$ cat src/rtl/hcms_display_ctrl.sv
`default_nettype none
// +--------------------------------------------------------------------------+
// | hcms_display_ctrl: HCMS 4-digit hex display sequencer (init, bright, dots)|
// | Optional HCMS_AUTO_REFRESH_EN: periodic redraw.           Rev 1.0        |
// +--------------------------------------------------------------------------+
module hcms_display_ctrl #(
  parameter int RESET_CYCLES   = 16,
  parameter int REFRESH_PERIOD = 100000
) (
  input  logic       i_clk,
  input  logic       r_reset,
  input  logic       i_wr_en,
  input  logic [1:0] i_wr_addr,
  input  logic [3:0] i_wr_char,
  input  logic       i_bright_wr,
  input  logic [3:0] i_bright,
  output logic [7:0] o_byte,
  output logic       o_byte_valid,
  input  logic       i_byte_ready,
  output logic       o_rs,
  output logic       o_frame,
  output logic       o_disp_nreset,
  output logic       o_busy
);

  typedef enum logic [2:0] {
    RST_HOLD = 3'd0,
    CW1      = 3'd1,
    CW0      = 3'd2,
    IDLE     = 3'd3,
    DATA     = 3'd4,
    LATCH    = 3'd5
  } state_t;

  localparam int CNT_W = $clog2(RESET_CYCLES);

  state_t           r_state;
  state_t           r_ret;
  logic [CNT_W-1:0] r_cnt;
  logic [3:0][3:0]  r_buf;
  logic [3:0]       r_bright;
  logic             r_dirty;
  logic             r_bright_pend;
  logic [1:0]       r_pos;
  logic [2:0]       r_col;
  logic [7:0]       r_byte;
  logic             r_valid;
  logic             r_rs;
  logic             r_frame;
  logic             r_nreset;

  logic             w_accept;
  logic             w_last;
  logic [1:0]       w_npos;
  logic [2:0]       w_ncol;
  logic             w_refresh_tick;

  // Column-major 5x7 glyphs, bit 0 = top row, bit 7 always clear.
  function automatic logic [7:0] font_col(input logic [3:0] ch, input logic [2:0] col);
    logic [39:0] g;
    case (ch)
      4'h0:    g = 40'h3E_51_49_45_3E;
      4'h1:    g = 40'h00_42_7F_40_00;
      4'h2:    g = 40'h42_61_51_49_46;
      4'h3:    g = 40'h21_41_45_4B_31;
      4'h4:    g = 40'h18_14_12_7F_10;
      4'h5:    g = 40'h27_45_45_45_39;
      4'h6:    g = 40'h3C_4A_49_49_30;
      4'h7:    g = 40'h01_71_09_05_03;
      4'h8:    g = 40'h36_49_49_49_36;
      4'h9:    g = 40'h06_49_49_29_1E;
      4'hA:    g = 40'h7E_11_11_11_7E;
      4'hB:    g = 40'h7F_49_49_49_36;
      4'hC:    g = 40'h3E_41_41_41_22;
      4'hD:    g = 40'h7F_41_41_22_1C;
      4'hE:    g = 40'h7F_49_49_49_41;
      default: g = 40'h7F_09_09_09_01;
    endcase
    case (col)
      3'd0:    font_col = g[39:32];
      3'd1:    font_col = g[31:24];
      3'd2:    font_col = g[23:16];
      3'd3:    font_col = g[15:8];
      default: font_col = g[7:0];
    endcase
  endfunction

  assign w_accept = r_valid && i_byte_ready;
  assign w_last   = (r_pos == 2'd0) && (r_col == 3'd4);
  assign w_npos   = (r_col == 3'd4) ? r_pos - 2'd1 : r_pos;
  assign w_ncol   = (r_col == 3'd4) ? 3'd0 : r_col + 3'd1;

`ifdef HCMS_AUTO_REFRESH_EN
  localparam int REF_W = $clog2(REFRESH_PERIOD);
  logic [REF_W-1:0] r_refresh_cnt;

  assign w_refresh_tick = (r_state != RST_HOLD) &&
                          (r_refresh_cnt == REF_W'(REFRESH_PERIOD - 1));

  always_ff @(posedge i_clk) begin
    if (r_reset) begin
      r_refresh_cnt <= '0;
    end else if (r_state != RST_HOLD) begin
      r_refresh_cnt <= w_refresh_tick ? '0 : r_refresh_cnt + 1'b1;
    end
  end
`else
  // Period is meaningless when auto-refresh is compiled out.
  assign w_refresh_tick = 1'b0 & (REFRESH_PERIOD != 0);
`endif

  // Every group's first byte is loaded on the transition into its state, so
  // o_frame rises together with o_byte_valid and LATCH is a single low cycle.
  always_ff @(posedge i_clk) begin
    if (r_reset) begin
      r_state       <= RST_HOLD;
      r_ret         <= IDLE;
      r_cnt         <= '0;
      r_buf         <= '0;
      r_bright      <= 4'hF;
      r_dirty       <= 1'b1;
      r_bright_pend <= 1'b0;
      r_pos         <= 2'd0;
      r_col         <= 3'd0;
      r_byte        <= 8'h00;
      r_valid       <= 1'b0;
      r_rs          <= 1'b0;
      r_frame       <= 1'b0;
      r_nreset      <= 1'b0;
    end else begin
      case (r_state)
        RST_HOLD: begin
          if (r_cnt == CNT_W'(RESET_CYCLES - 1)) begin
            r_nreset <= 1'b1;
            r_state  <= CW1;
            r_byte   <= 8'h81;
            r_rs     <= 1'b1;
            r_valid  <= 1'b1;
            r_frame  <= 1'b1;
          end else begin
            r_cnt <= r_cnt + 1'b1;
          end
        end
        CW1, CW0: begin
          if (w_accept) begin
            r_valid <= 1'b0;
            r_frame <= 1'b0;
            r_ret   <= (r_state == CW1) ? CW0 : IDLE;
            r_state <= LATCH;
          end
        end
        IDLE: begin
          if (r_bright_pend) begin
            r_state       <= CW0;
            r_byte        <= {4'b0100, r_bright};
            r_rs          <= 1'b1;
            r_valid       <= 1'b1;
            r_frame       <= 1'b1;
            r_bright_pend <= 1'b0;
          end else if (r_dirty) begin
            r_state <= DATA;
            r_pos   <= 2'd3;
            r_col   <= 3'd0;
            r_byte  <= font_col(r_buf[3], 3'd0);
            r_rs    <= 1'b0;
            r_valid <= 1'b1;
            r_frame <= 1'b1;
            r_dirty <= 1'b0;
          end
        end
        DATA: begin
          if (w_accept) begin
            if (w_last) begin
              r_valid <= 1'b0;
              r_frame <= 1'b0;
              r_ret   <= IDLE;
              r_state <= LATCH;
            end else begin
              r_pos  <= w_npos;
              r_col  <= w_ncol;
              r_byte <= font_col(r_buf[w_npos], w_ncol);
            end
          end
        end
        LATCH: begin
          r_state <= r_ret;
          if (r_ret == CW0) begin
            r_byte        <= {4'b0100, r_bright};
            r_rs          <= 1'b1;
            r_valid       <= 1'b1;
            r_frame       <= 1'b1;
            r_bright_pend <= 1'b0;
          end
        end
        default: r_state <= RST_HOLD;
      endcase

      // Host requests come last so a set always beats a same-cycle clear.
      if (i_wr_en) begin
        r_buf[i_wr_addr] <= i_wr_char;
        r_dirty          <= 1'b1;
      end
      if (w_refresh_tick) begin
        r_dirty <= 1'b1;
      end
      if (i_bright_wr) begin
        r_bright      <= i_bright;
        r_bright_pend <= 1'b1;
      end
    end
  end

  assign o_byte        = r_byte;
  assign o_byte_valid  = r_valid;
  assign o_rs          = r_rs;
  assign o_frame       = r_frame;
  assign o_disp_nreset = r_nreset;
  assign o_busy        = (r_state != IDLE);

endmodule
`default_nettype wire

$ cat config.mk
export PLATFORM = sky130hd
export DESIGN_NAME = hcms_display_ctrl
export DESIGN_NICKNAME = d
export VERILOG_FILES = /design/src/rtl/hcms_display_ctrl.sv
export SDC_FILE = /design/constraint.sdc
export NUM_CORES = 1
export LEC_CHECK = 0
export BUFFER_PORTS_ARGS = -buffer_cell sky130_fd_sc_hd__buf_2
export CAP_MARGIN = 10
export CORE_UTILIZATION = 65
export DETAILED_ROUTE_END_ITERATION = 8
export MAX_ROUTING_LAYER = met4
export PLACE_DENSITY = 0.95
export REMOVE_ABC_BUFFERS = 1
export SLEW_MARGIN = 40
export SYNTH_ARGS = -nofsm -noshare
export SYNTH_HDL_FRONTEND = slang
export SYNTH_SLANG_ARGS = --single-unit
$ cat constraint.sdc
create_clock -name i_clk -period 6.7 [get_ports i_clk]
set_input_delay 1.005 -clock i_clk [delete_from_list [all_inputs] [get_ports i_clk]]
set_output_delay 1.005 -clock i_clk [all_outputs]
set_load 0.05 [all_outputs]
==> results of run 1 <==
## power by group through the flow
stage                     Sequential [mW]  Clock (mW)  Combinational (mW)
after floorplan                     0.424           0               0.124
after global placement              0.386           0               0.215
after detailed placement            0.388           0               0.223
after CTS                           0.381       0.232               0.224
after global routing                0.386       0.245               0.247
final                               0.382       0.235               0.227
## critical path, cell delays in order (launching register included)
cell     delay, ns
dfxtp_1       0.65
inv_1         0.20
ha_1          0.37
and3_1        0.23
mux2i_1       0.25
o22ai_1       0.17
nor2_2        0.52
inv_2         0.35
or4_1         0.57
o31ai_1       0.08
and4b_1       0.23
o31ai_2       0.17
## metrics by stage
step / cell area [µm²] / cells / hold WS (ns) / worst slack, ns / total power, mW
final: 3920 / 554 / 0.486 / 2.83 / 0.844
after global routing: 3920 / 554 / 0.516 / 2.61 / 0.878
after CTS: 3920 / 554 / 0.483 / 2.91 / 0.837
after detailed placement: 3800 / 546 / 0.456 / 2.94 / 0.611
after global placement: 3800 / 546 / 0.446 / 3.10 / 0.601
after floorplan: 3570 / 447 / 0.431 / 3.45 / 0.547
## cell usage in the layout, fill, tap and decap left out, types with 2 or more instances in the layout
cell / netlist / routed
nor2_1: 56 / 56
dfxtp_1: 53 / 53
a21oi_1: 51 / 51
nand2_1: 38 / 38
o21ai_0: 35 / 35
mux2i_1: 32 / 32
buf_2: 2 / 26
ha_1: 23 / 23
inv_1: 18 / 18
nor2b_1: 16 / 16
a31oi_1: 10 / 10
nor3_1: 10 / 10
o22ai_1: 9 / 9
a211oi_1: 8 / 8
nand3_1: 6 / 6
a22oi_1: 6 / 6
a211o_1: 6 / 6
and2_1: 5 / 5
clkbuf_8: 0 / 5
or2_2: 4 / 4
a311oi_1: 4 / 4
and3_1: 3 / 3
xnor2_1: 3 / 3
nand2b_1: 3 / 3
a2111oi_0: 3 / 3
or3_1: 3 / 3
nand3b_1: 3 / 3
and4b_1: 2 / 2
o221a_2: 2 / 2
nor2_2: 2 / 2
a22o_1: 2 / 2
nor3b_1: 2 / 2
a32oi_1: 2 / 2
xor2_1: 2 / 2
a21o_1: 2 / 2
o31ai_1: 2 / 2
o2111ai_1: 2 / 2
## how the worst min path moves through the flow
stage                                     from  cells after the start  slack (ns)                          to
floorplan                 r_dirty$_SDFFE_PP1P_                      1        0.43           o_rs$_SDFFE_PP0P_
finish              o_disp_nreset$_SDFFE_PP0P_                      2        0.49  o_disp_nreset$_SDFFE_PP0P_
global placement    o_disp_nreset$_SDFFE_PP0P_                      2        0.45  o_disp_nreset$_SDFFE_PP0P_
detailed placement  o_disp_nreset$_SDFFE_PP0P_                      2        0.46  o_disp_nreset$_SDFFE_PP0P_
CTS                 o_disp_nreset$_SDFFE_PP0P_                      2        0.48  o_disp_nreset$_SDFFE_PP0P_
global route        o_disp_nreset$_SDFFE_PP0P_                      2        0.52  o_disp_nreset$_SDFFE_PP0P_
## layout make-up
type,instances,area [µm²]
well taps,72,90.1
inverters,19,71.3
multi-input cells,375,2440
clock buffers,5,68.8
clock inverters,3,50.0
flip-flops and latches,53,1060
repair buffers,27,138
fillers,420,1590
## logic make-up (layout without fill, tap and decap cells)
kind of cell | count (synthesis) | count (layout) | synth area share (%)
AO/OA/AOI/OAI | 156 | 156 | 26.6
AND/OR/NAND/NOR | 156 | 156 | 20.1
flip-flops | 53 | 53 | 28.7
buffers and inverters | 46 | 54 | 5.15
multiplexers | 34 | 34 | 9.69
adder cells (fa/ha/maj) | 23 | 23 | 7.79
XOR/XNOR | 6 | 6 | 1.93
## routing by layer
metal | GRT usage (%) | part of all wire [%] | vias to the layer above
li1 | - | - | 1724
met1 | 43.1 | 43 | 1692
met2 | 55.3 | 48 | 210
met3 | 3.88 | 7.1 | 23
met4 | 12.3 | 2.0 | 0
met5 | - | 0 | -
==> results.md, run 1 <==
* Path class of the lowest-slack min-delay path: reg -> reg
* Most area-hungry cell type in the Yosys netlist: dfxtp_1
* Fraction of final layout cells with drive strength greater than 1 at approximately a tenth
* Share of power burned in combinational logic at a little over a quarter
* Reg-to-Reg Start: r_pos[0]$_SDFFE_PP0P_
* Destination of the worst register-to-register timing path: o_byte[6]$_SDFFE_PP0P_
* Setup violators final at 0
* Vias in the first global route at around 3,300
* Root buffer cell: clkbuf_8
* Average size of a mapped cell at approximately 7.8 µm²
* DIE HEIGHT at approximately 77 µm
* Total setup buffers inserted after CTS at 0
* Count of routing violations after the opening detailed-route iteration at 404
* Final number of max-transition violations at 0
* Number of inserted diodes at 0
* Maximum resistive drop on vdd at 234 µV
* H-Tree Level Count at 2
* Number of gates given a new drive strength after cts at 0
* Post-layout net count at between 500 and 600
* Total core area at about 5500 µm²
* Run status: complete, no violations
* Count of mapped cells out of synthesis at between 400 and 500
* Clock share of power at between 20% and 30%
* Register clock-pin slew on the reported worst setup and hold paths at around 0.11 ns
* Placed wire-length estimate at 7150 µm
* Fin util at 71.2%
* Final hold vios at 0
* Number of antenna violations at the first check in global routing at 0
* Routability cong. at between 0.9 and 1
* TritonCTS clock tree: built
* Top-area cell type share of the netlist area at ~29%
* Internal power of the cells at between 0.5 and 0.6 mW
* Post-detailed-route DRC marker count at 0
* Inserted Clock Buffers at 5
* Power Dens Cells at roughly 220 nW/µm²
* Standby leakage power at about 1.7 nW
* Origin of the worst setup path: r_pos[0]$_SDFFE_PP0P_
* Total Negative Setup Slacks at 0 ns
* Clock skew after layout at about 0.0086 ns
* Vias per cell at roughly 6.6
* Post-detailed-routing wire length at approximately 10000 µm
* Number of enable flip-flop cells after synthesis at 0
* Pin count of the biggest net entering global routing at between 40 and 50
* Fmax at 258 MHz
* Sequential share of power at a little under half
* Register-to-Register Path Depth at 11
* Total routing usage reported by global routing at about a third
* Element type at the critical path end: flop
* Type of origin of the critical path: flop
* Endpoint required time on the critical path at 6.94 ns
* Most frequent cells after synthesis: nor2_1, dfxtp_1, a21oi_1
* Critical setup path kind: reg -> reg
* ANT nets after route at 0
* Data arrival, critical path at ~4 ns
* Share of the cycle needed by the critical path after routing at 57.8%
* Hold_buf cts at 0
* Post-detailed-route wirelength per cell at 17.6 µm
* Die extent in x at 77.4 µm
* GRT overflow at 0
* Flip-flop and latch count after synthesis at 53
* Post-route minimum period at between 3 and 4 ns
* # clock sinks at 53
* Count of boundary I/O pins at 28
* Skew-Pair Late Insertion Delay at ~0.33 ns
* Most area-consuming cells after synthesis: dfxtp_1, mux2i_1, ha_1
* Netlist area before placement at around 3700 µm²
* Detailed Routing Iterations Pass 1 at 6
* Count leader, synth: nor2_1
* Unrepaired setup endpoints after global routing: no
* Switching power total at roughly 0.31 mW
* CP Capture Point: o_byte[6]$_SDFFE_PP0P_
* Max-Cap Viols at 0
* Reg2reg setup slack at between 2 and 3 ns
* Row count at 27
* Slew Limit Headroom at roughly half
* Switching power share of the total at a little under two fifths
* Pin slew with the least headroom to its limit at 0.768 ns
* Share of async-settable or async-resettable flops after synthesis at 0%
* Sequential share of the synthesized area at between 20% and 30%
* Synthesis Warnings at 0
* Initial standard-cell utilization of the core at roughly two thirds
* Total via count in the routed design at around 3,600
* First-pass GRT wire length at around 16,000 µm
* Critical path peak fanout at 26
* Maximum clock path buffer count at 2
* Most frequently used flop master after synthesis: dfxtp_1
* Number of distinct library cells after synthesis at about 60
* Count of input and output buffers at 27
* Synthesis-to-layout area growth at 6.17%
* Die Outline Area at around 6000 µm²
No activity file was read; power rests on OpenSTA's default activity.
==> run 2: changes to the inputs <==
--- a/config.mk
+++ b/config.mk
@@ -5,12 +5,13 @@
 export SDC_FILE = /design/constraint.sdc
 export NUM_CORES = 1
 export LEC_CHECK = 0
+export ABC_AREA = 1
 export BUFFER_PORTS_ARGS = -buffer_cell sky130_fd_sc_hd__buf_2
 export CAP_MARGIN = 10
-export CORE_UTILIZATION = 65
+export CORE_UTILIZATION = 61
 export DETAILED_ROUTE_END_ITERATION = 8
 export MAX_ROUTING_LAYER = met4
-export PLACE_DENSITY = 0.95
+export PLACE_DENSITY = 0.91
 export REMOVE_ABC_BUFFERS = 1
 export SLEW_MARGIN = 40
 export SYNTH_ARGS = -nofsm -noshare
==> constraint.sdc (replaced) <==
create_clock -name i_clk -period 3.8 [get_ports i_clk]
set_input_delay 0.57 -clock i_clk [delete_from_list [all_inputs] [get_ports i_clk]]
set_output_delay 0.57 -clock i_clk [all_outputs]
set_load 0.05 [all_outputs]
==> results.md, run 2 <==
* Run status: complete, no violations
* Clock share of power at 22.4% (-5.5 points)
* Crit path cell chain: inv_1 -> ha_1 -> nand2_4 -> nand2_4 -> nand2_2 -> nand2_1 -> nand3_1 -> nand2_1 -> ha_1 -> inv_1 -> ha_1 -> or2_2 -> nand3_1 -> nand2_1 -> nand2_1 -> nand2_1 -> nand2_1 -> a21oi_2
* Inserted Clock Buffers at 5 (unchanged)
* Element type at the critical path end: flop
* Final standard cell count with taps included and fillers excluded at 657 (+19%)
* Stages on worst setup path at 18 (+7)
* H-Tree Level Count at 2 (unchanged)
* Power Dens Cells at 447 nW/µm² (+110%)
* Cell type group with the largest total delay on the critical path: simple AND/OR/NAND/NOR gates
* Critical path peak fanout at 11 (-58%)
* Total setup buffers inserted after CTS at 0 (unchanged)
* Path class of the lowest-slack min-delay path: reg -> reg
* Hold_buf cts at 0 (unchanged)
* Number of gates given a new drive strength after cts at 0 (unchanged)
* Die Outline Area at 6280 µm² (+4.8%)
* Vias in the first global route at 3,353 (+0.66%)
* Average size of a mapped cell at 6.50 µm² (-17%)
* Switching power share of the total at 41.7% (+5.1 points)
* ANT nets after route at 0 (unchanged)
* Setup violators final at 0 (unchanged)
* Internal power of the cells at 1.01 mW (+90%)
* Sequential share of the synthesized area at 29.2% (+0.43 points)
* Count of mapped cells out of synthesis at 560 (+18%)
* Post-layout net count at 622 (+20%)
* Share of power burned in combinational logic at 39.5% (+13 points)
* Share of the cycle needed by the critical path after routing at 80.6% (+23 points)
* DIE HEIGHT at 79.2 µm (+2.4%)
* Fin util at 69.1% (-2.1 points)
* Pin count of the biggest net entering global routing at 25 (-48%)
* Cell seen most often among critical-path stages: nand2_1
* Register-to-Register Path Depth at 18 (+7)
* GRT overflow at 0 (unchanged)
* FF+latch area at 1060 µm² (unchanged)
* Reg2reg setup slack at 0.74 ns (-2.09 ns)
* Post-detailed-route wirelength per cell at 13.7 µm (-22%)
* Maximum resistive drop on vdd at 299 µV (+28%)
* Layout Cell Area excl Fill at 3900 µm² (-0.61%)
* Detailed Routing Iterations Pass 1 at 5 (-1)
* Post-route minimum period at 3.06 ns (-0.811 ns)
* Initial standard-cell utilization of the core at 64.5% (-2.6 points)
* Setup slack after layout at 0.739 ns (-2.09 ns)
* Total Negative Setup Slacks at 0 ns (unchanged)
* Synthesis Warnings at 0 (unchanged)
* Data arrival, critical path at 3.26 ns (-0.86 ns)
* Total via count in the routed design at 3,649 (unchanged)
* Number of inserted diodes at 0 (unchanged)
* Stage delay of the slowest cell on the critical path at 0.40 ns (-0.25 ns)
* Count of boundary I/O pins at 28 (unchanged)
* Dpl cell area at 3780 µm² (-0.40%)
* Post-layout power at 1.74 mW (+110%)
* Vias per cell at 5.55 (-16%)
* Number of antenna violations at the first check in global routing at 0 (unchanged)
* Row count at 27 (unchanged)
* # clock sinks at 53 (unchanged)
* Fmax at 327 MHz (+26%)
* Post-detailed-route DRC marker count at 0 (unchanged)
* Most frequent cells after synthesis: nand2_1, inv_1, dfxtp_1
* Standby leakage power at 1.89 nW (+14%)
* Netlist area before placement at 3640 µm² (-1.5%)
* Type of origin of the critical path: flop
* Final number of max-transition violations at 0 (unchanged)
* Fraction of final layout cells with drive strength greater than 1 at 12.5% (+2.1 points)
* Placed wire-length estimate at 6680 µm (-6.5%)
* Most area-hungry cell type in the Yosys netlist: dfxtp_1
* Count of routing violations after the opening detailed-route iteration at 276 (-32%)
* Area of the multi-input gates at 2240 µm² (-8.1%)
* Worst-case setup slack after placement at 0.752 ns (-2.19 ns)
* Unrepaired setup endpoints after global routing: no
* Pin slew with the least headroom to its limit at 0.543 ns (-0.224 ns)
* Most common library cell in the layout ignoring fill and taps: nand2_1
* First-pass GRT wire length at 15,000 µm (-5.0%)
* Post-detailed-routing wire length at 9030 µm (-7.2%)
* Number of enable flip-flop cells after synthesis at 0 (unchanged)
* Skew-Pair Late Insertion Delay at 0.31 ns (-0.02 ns)
* Routability cong. at 0.952 (-3.8%)
* Reg-to-Reg Start: r_col[0]$_SDFFE_PP0P_
* Most area-consuming cells after synthesis: dfxtp_1, nand2_1, ha_1
* TritonCTS clock tree: built
* Die extent in x at 79.2 µm (+2.4%)
* Sequential share of power at 38.1% (-7.1 points)
* Endpoint required time on the critical path at 4.00 ns (-2.94 ns)
* Total core area at 5640 µm² (+2.5%)
* Top-area cell type share of the netlist area at 29.2% (+0.43 points)
* Origin of the worst setup path: r_col[0]$_SDFFE_PP0P_
* Register clock-pin slew on the reported worst setup and hold paths at 0.10 ns (about the same)
* Number of fillers in the final layout at 497 (+18%)
* Critical path buffers and inverters at 2 (unchanged)
* Maximum clock path buffer count at 2 (unchanged)
* Root buffer cell: clkbuf_8
* Clock skew after layout at 0.0125 ns (+0.00386 ns)
* Number of distinct library cells after synthesis at 37 (-37%)
* Critical setup path kind: reg -> reg
* Synthesis-to-layout area growth at 7.12%
* Share of async-settable or async-resettable flops after synthesis at 0% (unchanged)
* Switching power total at 0.726 mW (+130%)
* Total routing usage reported by global routing at 31.1% (-2.7 points)
* Most frequently used flop master after synthesis: dfxtp_1
* Placed Cells incl. Taps at 649 (+19%)
* Count of input and output buffers at 27 (unchanged)
* CP Capture Point: o_byte[5]$_SDFFE_PP0P_
* Post-Route Hold Slack at 0.460 ns (-0.0258 ns)
* Count leader, synth: nand2_1
* Slew Limit Headroom at 63.6% (+15 points)
* Final hold vios at 0 (unchanged)
* Max-Cap Viols at 0 (unchanged)
* Flip-flop and latch count after synthesis at 53 (unchanged)
* Destination of the worst register-to-register timing path: o_byte[5]$_SDFFE_PP0P_
* Cell with the biggest individual delay on the critical path: ha_1
* Most frequent cells in the layout: nand2_1, inv_1, dfxtp_1
## run 2: cell count changes in the layout (fill, tap and decap cells not counted), sizes merged, moves of 7 or more
cell | before | now
mux2i | 33 | 0
a211oi | 8 | 0
nor2b | 16 | 0
o22ai | 9 | 0
nand3 | 6 | 57
inv | 20 | 65
nand2 | 38 | 190
a21oi | 51 | 39
a31oi | 10 | 3
## run 2: power groups by stage
stage	sequential, mW	clock [mW]	combinational [mW]
2_1_floorplan	0.737	0	0.453
3_3_place_gp	0.672	0	0.662
3_5_place_dp	0.673	0	0.674
4_1_cts	0.661	0.391	0.678
5_1_grt	0.671	0.412	0.761
6_report	0.663	0.390	0.688
## run 2: area by class of cell
cell class | instances | share of cell area [%]
multi-input combinational | 430 | 57.6
inverter | 66 | 6.36
clock buffer | 5 | 1.77
sequential | 53 | 27.2
tap | 72 | 2.31
clock inverter | 3 | 1.12
timing repair buffer | 28 | 3.66
## run 2: kinds of logic (layout without fill, tap and decap cells)
kind of cell               count (synthesis)  count (layout)  share of synthesized area (%)
buffers and inverters                     77             102                           9.18
adders and majority gates                 23              23                           7.91
AOI/OAI and AO/OA                         87              87                           13.9
DFF                                       53              53                           29.2
xor gates and xnor gates                   1               1                          0.241
and+or+nand+nor                          319             319                           39.6
## run 2: how the worst min path moves through the flow
stage | slack (ns) | endpoint | start | depth (start not counted)
2_1_floorplan | 0.43 | r_buf[7]$_SDFFE_PP0P_ | r_buf[7]$_SDFFE_PP0P_ | 2
3_3_place_gp | 0.43 | o_disp_nreset$_SDFFE_PP0P_ | o_disp_nreset$_SDFFE_PP0P_ | 2
3_5_place_dp | 0.45 | o_disp_nreset$_SDFFE_PP0P_ | o_disp_nreset$_SDFFE_PP0P_ | 2
4_1_cts | 0.46 | r_bright[3]$_SDFFE_PP1P_ | i_bright[3] | 3
5_1_grt | 0.48 | r_bright[3]$_SDFFE_PP1P_ | i_bright[3] | 3
6_report | 0.46 | o_disp_nreset$_SDFFE_PP0P_ | o_disp_nreset$_SDFFE_PP0P_ | 2
## run 2: tightest hold or removal path: stages, from the launching register on
cell	delay (ns)
dfxtp_1	0.32
inv_1	0.05
a21oi_1	0.05
## run 2: layer usage
metal / track usage (%) / routed length [µm] / share of wire, % / vias up
met2: 51.0 / 4140 / 46 / 125
met5: - / 0 / 0 / -
met4: 10.9 / 176 / 2.0 / 0
li1: - / - / - / 1854
met1: 39.9 / 4230 / 47 / 1654
met3: 3.22 / 483 / 5.4 / 16
==> run 3: changes to the inputs <==
--- a/config.mk
+++ b/config.mk
@@ -8,10 +8,10 @@
 export ABC_AREA = 1
 export BUFFER_PORTS_ARGS = -buffer_cell sky130_fd_sc_hd__buf_2
 export CAP_MARGIN = 10
-export CORE_UTILIZATION = 61
+export CORE_UTILIZATION = 55
 export DETAILED_ROUTE_END_ITERATION = 8
 export MAX_ROUTING_LAYER = met4
-export PLACE_DENSITY = 0.91
+export PLACE_DENSITY = 0.87
 export REMOVE_ABC_BUFFERS = 1
 export SLEW_MARGIN = 40
 export SYNTH_ARGS = -nofsm -noshare
==> constraint.sdc (replaced) <==
create_clock -name i_clk -period 2.5 [get_ports i_clk]
set_input_delay 0.375 -clock i_clk [delete_from_list [all_inputs] [get_ports i_clk]]
set_output_delay 0.375 -clock i_clk [all_outputs]
set_load 0.05 [all_outputs]
==> results.md, run 3 (synthesized netlist as in run 2, its figures left out) <==
* Die extent in x at 83.3 µm (+5.2%)
* Initial standard-cell utilization of the core at 57.3% (-7.2 points)
* Capture endpoint of the worst hold path: r_bright[1]$_SDFFE_PP1P_
* Data arrival, critical path at 2.67 ns (-0.59 ns)
* Register clock-pin slew on the reported worst setup and hold paths at 0.10 ns (about the same)
* Reg-to-Reg Start: r_col[0]$_SDFFE_PP0P_
* Standby leakage power at 2.11 nW (+12%)
* Final hold vios at 0 (unchanged)
* Count of input and output buffers at 27 (unchanged)
* Count of routing violations after the opening detailed-route iteration at 251 (-9.1%)
* TritonCTS clock tree: built
* Type of origin of the critical path: flop
* Reg2reg setup slack at 0.04 ns (-0.70 ns)
* Inserted Clock Buffers at 5 (unchanged)
* Critical setup path kind: reg -> reg
* Most frequent cells in the layout: nand2_1, inv_1, dfxtp_1
* H-Tree Level Count at 2 (unchanged)
* Share of the cycle needed by the critical path after routing at 98.4% (+18 points)
* Die Outline Area at 6940 µm² (+11%)
* Post-Route Hold Slack at 0.260 ns (-0.200 ns)
* Slew Limit Headroom at 67.7% (+4.1 points)
* First-pass GRT wire length at 16,000 µm (+6.5%)
* Post-route minimum period at 2.46 ns (-0.601 ns)
* Unrepaired setup endpoints after global routing: yes
* Number of fillers in the final layout at 510 (+2.6%)
* Maximum clock path buffer count at 2 (unchanged)
* Hold path startpoint: i_bright[1]
* Setup violators final at 0 (unchanged)
* Fin util at 69.3% (+0.26 points)
* Post-detailed-route DRC marker count at 0 (unchanged)
* Pin count of the biggest net entering global routing at 20 (-20%)
* ANT nets after route at 0 (unchanged)
* Clock skew after layout at 0.00887 ns (-0.00362 ns)
* Run status: complete, no violations
* Total core area at 6350 µm² (+13%)
* Destination of the worst register-to-register timing path: o_byte[5]$_SDFFE_PP0P_
* # clock sinks at 53 (unchanged)
* Placed wire-length estimate at 7550 µm (+13%)
* Vias per cell at 5.54 (-0.26%)
* Register-to-Register Path Depth at 17 (-1)
* Synthesis-to-layout area growth at 21.0%
* Critical path peak fanout at 7 (-4)
* Path class of the lowest-slack min-delay path: in -> reg
* Hold_buf cts at 0 (unchanged)
* Maximum resistive drop on vdd at 717 µV (+140%)
* Total routing usage reported by global routing at 29.3% (-1.8 points)
* Power Dens Cells at 610 nW/µm² (+37%)
* Number of inserted diodes at 0 (unchanged)
* Endpoint required time on the critical path at 2.71 ns (-1.29 ns)
* Post-layout net count at 666 (+7.1%)
* Post-detailed-route wirelength per cell at 13.8 µm (+0.56%)
* Pin slew with the least headroom to its limit at 0.482 ns (-0.0609 ns)
* Max-Cap Viols at 0 (unchanged)
* Vias in the first global route at 3,601 (+7.4%)
* Most common library cell in the layout ignoring fill and taps: nand2_1
* Skew-Pair Late Insertion Delay at 0.31 ns (about the same)
* Element type at the critical path end: flop
* Final number of max-transition violations at 0 (unchanged)
* Detailed Routing Iterations Pass 1 at 5 (unchanged)
* Row count at 29 (+7.4%)
* Total via count in the routed design at 3,911 (+7.2%)
* Count of boundary I/O pins at 28 (unchanged)
* FF+latch area at 1060 µm² (+0.35%)
* Final standard cell count with taps included and fillers excluded at 706 (+7.5%)
* Post-detailed-routing wire length at 9750 µm (+8.1%)
* Root buffer cell: clkbuf_8
* GRT overflow at 0 (unchanged)
* DIE HEIGHT at 83.3 µm (+5.2%)
* Routability cong. at 0.969 (+1.7%)
* Fmax at 406 MHz (+24%)
* Area of the multi-input gates at 2410 µm² (+7.4%)
* Fraction of final layout cells with drive strength greater than 1 at 23.8% (+11 points)
* Worst hold path depth at 3 (+1)
* Origin of the worst setup path: r_col[0]$_SDFFE_PP0P_
* Number of antenna violations at the first check in global routing at 0 (unchanged)
* Placed Cells incl. Taps at 695 (+7.1%)
run 3: routing by layer:
layer | routed length, µm | GRT usage, % | vias to the layer above
li1 | - | - | 1949
met1 | 4000 | 34.8 | 1754
met2 | 4790 | 49.4 | 178
met3 | 663 | 4.67 | 30
met4 | 294 | 12.2 | 0
met5 | 0 | - | -
run 3: worst max-delay path by stage:
| stage | endpoint | slack [ns] | cells after the start |
|---|---|---|---|
| floorplan | o_byte[5]$_SDFFE_PP0P_ | -0.25 | 18 |
| finish | o_byte[5]$_SDFFE_PP0P_ | 0.04 | 17 |
| global route | o_byte[4]$_SDFFE_PP0P_ | -0.1 | 21 |
| CTS | o_byte[5]$_SDFFE_PP0P_ | 0.01 | 18 |
| detailed placement | o_byte[5]$_SDFFE_PP0P_ | -0.08 | 18 |
| global placement | o_byte[5]$_SDFFE_PP0P_ | -0.003 | 19 |
run 3: final cells by class:
type,count,area share (%)
inverters,66,5.63
clock inverters,3,0.654
flip-flops and latches,53,24.2
multi-input cells,430,54.7
clock buffers,5,1.56
repair buffers,72,11.1
well taps,77,2.19
run 3: what timing repair did:
action | CTS | global route
resized for setup | 4 | 41
endpoints found under the setup margin | 6 | 8
setup buffers | 0 | 3
pin swaps | 0 | 12
run 3: stage by stage:
stage	TNS (ns)	setup slack (ns)	instance area [µm²]	power [mW]
floorplan	-0.272	-0.251	3550	1.81
global placement	-0.00325	-0.00325	4100	2.09
detailed placement	-0.244	-0.0803	4100	2.12
CTS	0	0.0142	4210	2.63
global route	-0.508	-0.0973	4400	2.88
finish	0	0.0394	4400	2.69
run 3: where the power goes:
part / total (mW) / internal (mW) / switching, mW
Combinational: 1.16 / 0.384 / 0.774
Clock: 0.520 / 0.210 / 0.310
Sequential: 1.01 / 0.941 / 0.0676
run 3: worst max-delay path: stages (launching register included):
cell	delay, ns
dfxtp_2	0.35
inv_2	0.08
ha_4	0.18
nand2_8	0.08
buf_6	0.13
o21ai_4	0.25
nand2_1	0.10
nand2_2	0.15
ha_4	0.22
inv_2	0.04
ha_1	0.21
or2_4	0.25
nand3_2	0.06
nand2_1	0.05
nand2_1	0.06
nand2_1	0.05
nand2_1	0.06
a21oi_2	0.05
